===== config.mk =====
export PLATFORM = sky130hd
export DESIGN_NAME = dsp38_mac_sequencer
export DESIGN_NICKNAME = d
export VERILOG_FILES = /design/src/rtl/dsp38_mac_sequencer.sv
export SDC_FILE = /design/constraint.sdc
export NUM_CORES = 1
export LEC_CHECK = 0
export ABC_CLOCK_PERIOD_IN_PS = 2900
export CAP_MARGIN = 20
export CORE_ASPECT_RATIO = 1.4
export CORE_MARGIN = 2
export CORE_UTILIZATION = 37
export CTS_BUF_LIST = sky130_fd_sc_hd__clkbuf_8 sky130_fd_sc_hd__clkbuf_16
export DETAILED_ROUTE_END_ITERATION = 8
export PLACE_DENSITY = 0.87
export SLEW_MARGIN = 20
export SYNTH_ARGS = -nofsm -noshare
export SYNTH_HDL_FRONTEND = slang
export SYNTH_SLANG_ARGS = --single-unit

===== constraint.sdc =====
create_clock -name CLK -period 2.9 [get_ports CLK]
set_input_delay 0.29 -clock CLK [delete_from_list [all_inputs] [get_ports CLK]]
set_output_delay 0.29 -clock CLK [all_outputs]
set_load 0.005 [all_outputs]

===== src/rtl/dsp38_mac_sequencer.sv =====
// Operand-side sequencer for a DSP38 running multiply-accumulate: streams NUM_TAPS
// operand pairs into the DSP, waits out its pipeline and holds the final Z for a consumer.
module dsp38_mac_sequencer #(
   parameter int          NUM_TAPS        = 8,
   parameter int          DSP_LATENCY     = 2,
   parameter logic [5:0]  SHIFT_RIGHT_VAL = 6'd0,
   parameter logic        ROUND_EN        = 1'b0,
   parameter logic        SATURATE_EN     = 1'b0,
   parameter logic        UNSIGNED_A_EN   = 1'b0,
   parameter logic        UNSIGNED_B_EN   = 1'b0
) (
   input  logic        CLK,
   input  logic        RESET,
   input  logic        CLEAR,
   input  logic        S_VALID,
   output logic        S_READY,
   input  logic [19:0] S_A,
   input  logic [17:0] S_B,
   input  logic        S_SUB,
   output logic [19:0] DSP_A,
   output logic [17:0] DSP_B,
   output logic        DSP_LOAD_ACC,
   output logic [2:0]  DSP_FEEDBACK,
   output logic        DSP_SUBTRACT,
   output logic [5:0]  DSP_SHIFT_RIGHT,
   output logic        DSP_ROUND,
   output logic        DSP_SATURATE,
   output logic        DSP_UNSIGNED_A,
   output logic        DSP_UNSIGNED_B,
   output logic        DSP_RESET,
   input  logic [37:0] DSP_Z,
   output logic        M_VALID,
   input  logic        M_READY,
   output logic [37:0] M_Z,
   output logic [5:0]  TAP_CNT
);

   typedef enum logic [1:0] {ACCUM, DRAIN, HOLD} state_t;

   localparam logic [5:0] LAST_TAP  = 6'(NUM_TAPS - 1);
   localparam logic [2:0] DRAIN_LEN = 3'(DSP_LATENCY);

   state_t      state_q, state_d;
   logic [5:0]  tap_q, tap_d;
   logic [2:0]  drain_q, drain_d;
   logic [37:0] mz_q, mz_d;
   logic        accept;

   assign S_READY = (state_q == ACCUM) & RESET & ~CLEAR;
   assign accept  = S_VALID & S_READY;

   assign DSP_A           = S_A;
   assign DSP_B           = S_B;
   assign DSP_SUBTRACT    = S_SUB;
   assign DSP_LOAD_ACC    = accept;
   // The first tap overwrites the accumulator, so no explicit DSP clear is needed.
   assign DSP_FEEDBACK    = (tap_q == 6'd0) ? 3'd1 : 3'd0;
   assign DSP_SHIFT_RIGHT = SHIFT_RIGHT_VAL;
   assign DSP_ROUND       = ROUND_EN;
   assign DSP_SATURATE    = SATURATE_EN;
   assign DSP_UNSIGNED_A  = UNSIGNED_A_EN;
   assign DSP_UNSIGNED_B  = UNSIGNED_B_EN;
   assign DSP_RESET       = RESET;

   assign M_VALID = (state_q == HOLD);
   assign M_Z     = mz_q;
   assign TAP_CNT = tap_q;

   always_comb begin
      state_d = state_q;
      tap_d   = tap_q;
      drain_d = drain_q;
      mz_d    = mz_q;
      if (CLEAR) begin
         state_d = ACCUM;
         tap_d   = 6'd0;
         drain_d = 3'd0;
      end else begin
         case (state_q)
            ACCUM: begin
               if (accept) begin
                  if (tap_q == LAST_TAP) begin
                     tap_d   = 6'd0;
                     drain_d = DRAIN_LEN;
                     state_d = DRAIN;
                  end else begin
                     tap_d = tap_q + 6'd1;
                  end
               end
            end
            DRAIN: begin
               drain_d = drain_q - 3'd1;
               if (drain_q <= 3'd1) begin
                  drain_d = 3'd0;
                  mz_d    = DSP_Z;
                  state_d = HOLD;
               end
            end
            HOLD: begin
               if (M_READY) state_d = ACCUM;
            end
            default: state_d = ACCUM;
         endcase
      end
   end

   always_ff @(posedge CLK) begin
      if (!RESET) begin
         state_q <= ACCUM;
         tap_q   <= 6'd0;
         drain_q <= 3'd0;
         mz_q    <= 38'd0;
      end else begin
         state_q <= state_d;
         tap_q   <= tap_d;
         drain_q <= drain_d;
         mz_q    <= mz_d;
      end
   end

endmodule


# Word-level counts from Yosys, hierarchy flattened
# Index checks and enable logic that the tools add are counted.
# word_totals
reg_bits,49
out_inout_bits,100
wordCells,38
# op_classes
n_addsub,2
n_lt_le_gt_ge,1
n_eq_ne,7
mux,11
bitwise_logic,5
reduce_logical,8
# op_table
cell,n
3-bit 2-to-1 mux,3
2-bit 2-to-1 mux,4
6-bit by 1-bit adder with 6-bit output (second input constant),1
6-bit by 3-bit equality test with 1-bit output (second input constant),1
6-bit logical NOT,1
6-bit 2-to-1 mux,1
2-bit case mux with 3 select lines,1
3-bit case mux with 2 select lines,1
3-bit AND reduction,2
2-bit by 1-bit inequality test with 1-bit output (second input constant),2
2-bit inequality test (second input constant),2
4-bit AND reduction,1
1-bit bitwise AND,3
3-bit by 1-bit <= comparator with 1-bit output (second input constant),1
3-bit by 1-bit subtractor with 3-bit output (second input constant),1
2-bit by 1-bit equality test with 1-bit output (second input constant),1
2-bit equality test (second input constant),1
2-bit logical NOT,1
1-bit inverter,2
2-bit AND reduction,1
2-bit nonzero test,1
2-bit OR reduction,1
1-bit 2-to-1 mux,1

# Depth between registers and ports, before layout
# depth
depth_word,6
depth_mapped,8
ltp_nobuf,6

# Worst setup path before layout
# Ideal clock, no wire load.
# synth_timing
path_kind,register to register
startpoint,reg drain_q[1]
endpoint,"reg mz_q[0], in the netlist M_Z[0]"
setup_ps,116
t_arrival_ps,1567
required_ps,2784
path_slack_ps,1217
stages_incl_launch_ff,9
path_cell_list,dfxtp_1 > inv_1 > ha_1 > o21ba_1 > or4_1 > buf_4 > buf_6 > nand2_1 > a21boi_1
# synth_via
elab_chain_len,2
# synth_lines
element,line,rtl
from (decl),45,"logic [2:0] drain_q, drain_d;"
from (signal assigned),116,drain_q <= drain_d;
3-bit by 1-bit <= comparator with 1-bit output,93,if (drain_q <= 3'd1) begin
3-bit AND reduction (no line),n/a,
to (signal assigned),117,mz_q <= mz_d;
to (decl),46,"logic [37:0] mz_q, mz_d;"
# Every way passes these cells.
# A chain may end at the register's enable or synchronous reset.

# Worst setup path in the final report
# layout_timing
startpoint,in CLEAR
endpoint,out DSP_LOAD_ACC
# layout_via
elab_chain_len,3
# layout_lines
element,line,rtl
from (decl),14,"input logic CLEAR,"
1-bit inverter (no line),n/a,
1-bit bitwise AND,49,assign S_READY = (state_q == ACCUM) & RESET & ~CLEAR;
1-bit bitwise AND,50,assign accept = S_VALID & S_READY;
to (decl),22,"output logic DSP_LOAD_ACC,"
# Every way passes these cells.

==> results by group <==
Outcome
  • Status: completed

Job
  • Max Cap Viol: 0

Floorplan
  • Die area: 0.00719 mm2
  • Core footprint: 0.00625 mm2
  • DIE HEIGHT: 99.5 um
  • Row count: 34
  • Die Wd: 72.2 um
  • Top Ports: 182
  • Initial Util: 38.6%

Yosys
  • Post-synthesis async set-or-reset flop share: 0%
  • Post-Syn Area: 0.00241 mm2
  • Flops & latches, synth: 49
  • Synth Warn #: 0
  • Ys flop type: dfxtp_1
  • Synth Instances: 287
  • Count of cell types in the netlist: 35
  • Mean post-synth cell area: 8.40 um2
  • Number of synthesized flops with an enable pin: 0
  • Register area share after synthesis: 40.7%

Power
  • Seq pwr share: 53.8%
  • Comb power frac: 7.4%
  • Leakage: 1.09 nW
  • Worst vdd ir: 0.258 mV
  • Power Dens Cells: 398 mW/mm2
  • Clock Power Share: 38.8%
  • Sw frac: 20.3%
  • Net Switching: 0.000254 W
  • Pint: 0.000997 W
  • Total power: 0.00125 W

Global route
  • Initial antenna violation count: 0
  • Vias in the first global route: 1,809
  • GRT Residual Overflow: 0
  • Largest net degree at the start of global routing: 41
  • First-pass GRT wire length: 8130 um
  • GRT Total Usage: 14.0%

Clocking
  • Hold_buf cts: 0
  • CTS max path bufs: 2
  • CTS Buf Count: 5
  • Clk root buf: clkbuf_8
  • CTS tree: yes
  • Cts repair resizes: 0
  • Setup repair bufs after CTS: 0
  • H-tree depth: 2
  • Clock slew at reported path FFs: 0.08 ns
  • Skew-Pair Late Insertion Delay: 0.29 ns
  • Clock sinks: 49

Timing
  • Crit share post-route: 75.3%
  • Clock skew: 0.0112 ns
  • RSZ-0062 raised after global routing: no
  • Max Freq: 458 MHz
  • Min Tclk post-route: 2.18 ns
  • PnR worst setup slack: 0.715 ns
  • Pins Over Slew Limit: 0
  • Setup_tns: 0 ns
  • Final hold vios: 0
  • Count of final setup violators: 0

Drt
  • Initial DRC Count: 37
  • WL per Instance: 12.4 um
  • DR DRC count: 0
  • Total Wirelength: 5050 um
  • Via count: 1,913
  • Remaining antenna violation count after routing: 0
  • Via/cell ratio: 4.68
  • Drt pass-1 iters: 4

Setup path
  • Critical Path RT: 2.61 ns
  • Crit path arrival time: 1.89 ns
  • CP max FO: 8
  • Setup Crit Path Kind: in -> out
  • Crit path launch type: input pin
  • Setup crit end kind: primary output

Placement
  • DP Worst Slack: 0.681 ns
  • Buffers added on ports: 91
  • RD Place Congestion: 0.747
  • DP HPWL: 3740 um

Final layout
  • FILL cells: 593
  • Most common library cell in the layout ignoring fill and taps: clkdlybuf4s50_1
  • Layout cells sized above 1: 4.75%
  • Commonest cells after routing, fill and taps aside: clkdlybuf4s50_1, nand2_1, dfxtp_1
  • Post-layout nets: 422
  • P&R area growth vs syn: 30.5%
  • Antenna diodes: 0

Min path
  • Hold Path Class: reg -> reg
## stage by stage
step | utilization, % | hold slack (ns) | area, um2 | std cells
2_1_floorplan | - | 0.425 | 2450 | 298
3_3_place_gp | 48.5 | 0.441 | 3030 | 401
3_5_place_dp | 48.5 | 0.447 | 3030 | 401
4_1_cts | 50.3 | 0.459 | 3150 | 409
5_1_grt | 50.3 | 0.484 | 3150 | 409
6_report | 50.3 | 0.457 | 3150 | 409
## final timing paths
path	end	slack, ns	startpoint	cells past startpoint
worst min register to register	M_Z[32]	0.46	M_Z[32]	2
worst max register to register	M_Z[6]	0.78	drain_q[1]	7
worst max-delay path	DSP_LOAD_ACC	0.72	CLEAR	6
worst min-delay path	M_Z[32]	0.46	M_Z[32]	2
## layer usage
| layer | track usage [%] | share of wire [%] | up-vias |
|---|---|---|---|
| li1 | - | - | 957 |
| met1 | 15.2 | 38 | 845 |
| met2 | 23.9 | 49 | 83 |
| met3 | 3.75 | 8.9 | 28 |
| met4 | 8.27 | 4.3 | 0 |
| met5 | 0 | 0 | - |
## Yosys cell counts, types with 2 or more instances
master	count	area, um2
buf_6	2	22.5
a21oi_1	5	25.0
dfxtp_1	49	981
xor2_1	4	35.0
nand4_1	2	12.5
ha_1	4	50.1
nor2b_1	2	12.5
clkbuf_1	7	26.3
nor3_1	3	15.0
nand2_1	80	300
inv_1	6	22.5
nand3_1	3	15.0
o21ai_0	3	15.0
nor2_1	4	15.0
buf_4	54	405
buf_2	2	10.0
nand2b_1	3	18.8
a21boi_0	18	135
a21boi_1	20	150
## critical path: stages
cell,delay [ns]
clkdlybuf4s50_1,0.50
nor4b_4,0.24
buf_4,0.19
nand2_1,0.11
inv_1,0.08
clkdlybuf4s50_1,0.49
## logic make-up (layout without fill, tap and decap cells)
group,count (synthesis),after routing,synth area share (%)
simple gates,107,107,20.1
compound gates,50,50,14.9
other cells,1,12,0.156
fa+ha+maj,4,4,2.08
xor+xnor,5,5,1.82
buf+inv,71,110,20.2
flops,49,49,40.7
## state kept, by name, summed over array words and instances (netlist names)
register  cells
TAP_CNT       6
drain_q       3
state_q       2
M_Z          38
## final cells by class
cell class	count	area [um2]	area share [%]
timing repair buffer	96	948	30.2
inverter	6	22.5	0.716
clock inverter	3	43.8	1.39
tap	72	90.1	2.86
sequential	49	981	31.2
multi-input combinational	178	991	31.5
clock buffer	5	68.8	2.19
## power groups by stage
stage	clock network [W]	logic [W]	registers, W
finish	0.000485	0.0000930	0.000673
global route	0.000535	0.000100	0.000673
CTS	0.000504	0.0000934	0.000673
detailed placement	0	0.0000926	0.000689
global placement	0	0.0000919	0.000689
floorplan	0	0.0000802	0.000689
Note: power is estimated with default switching activity, not from simulation.
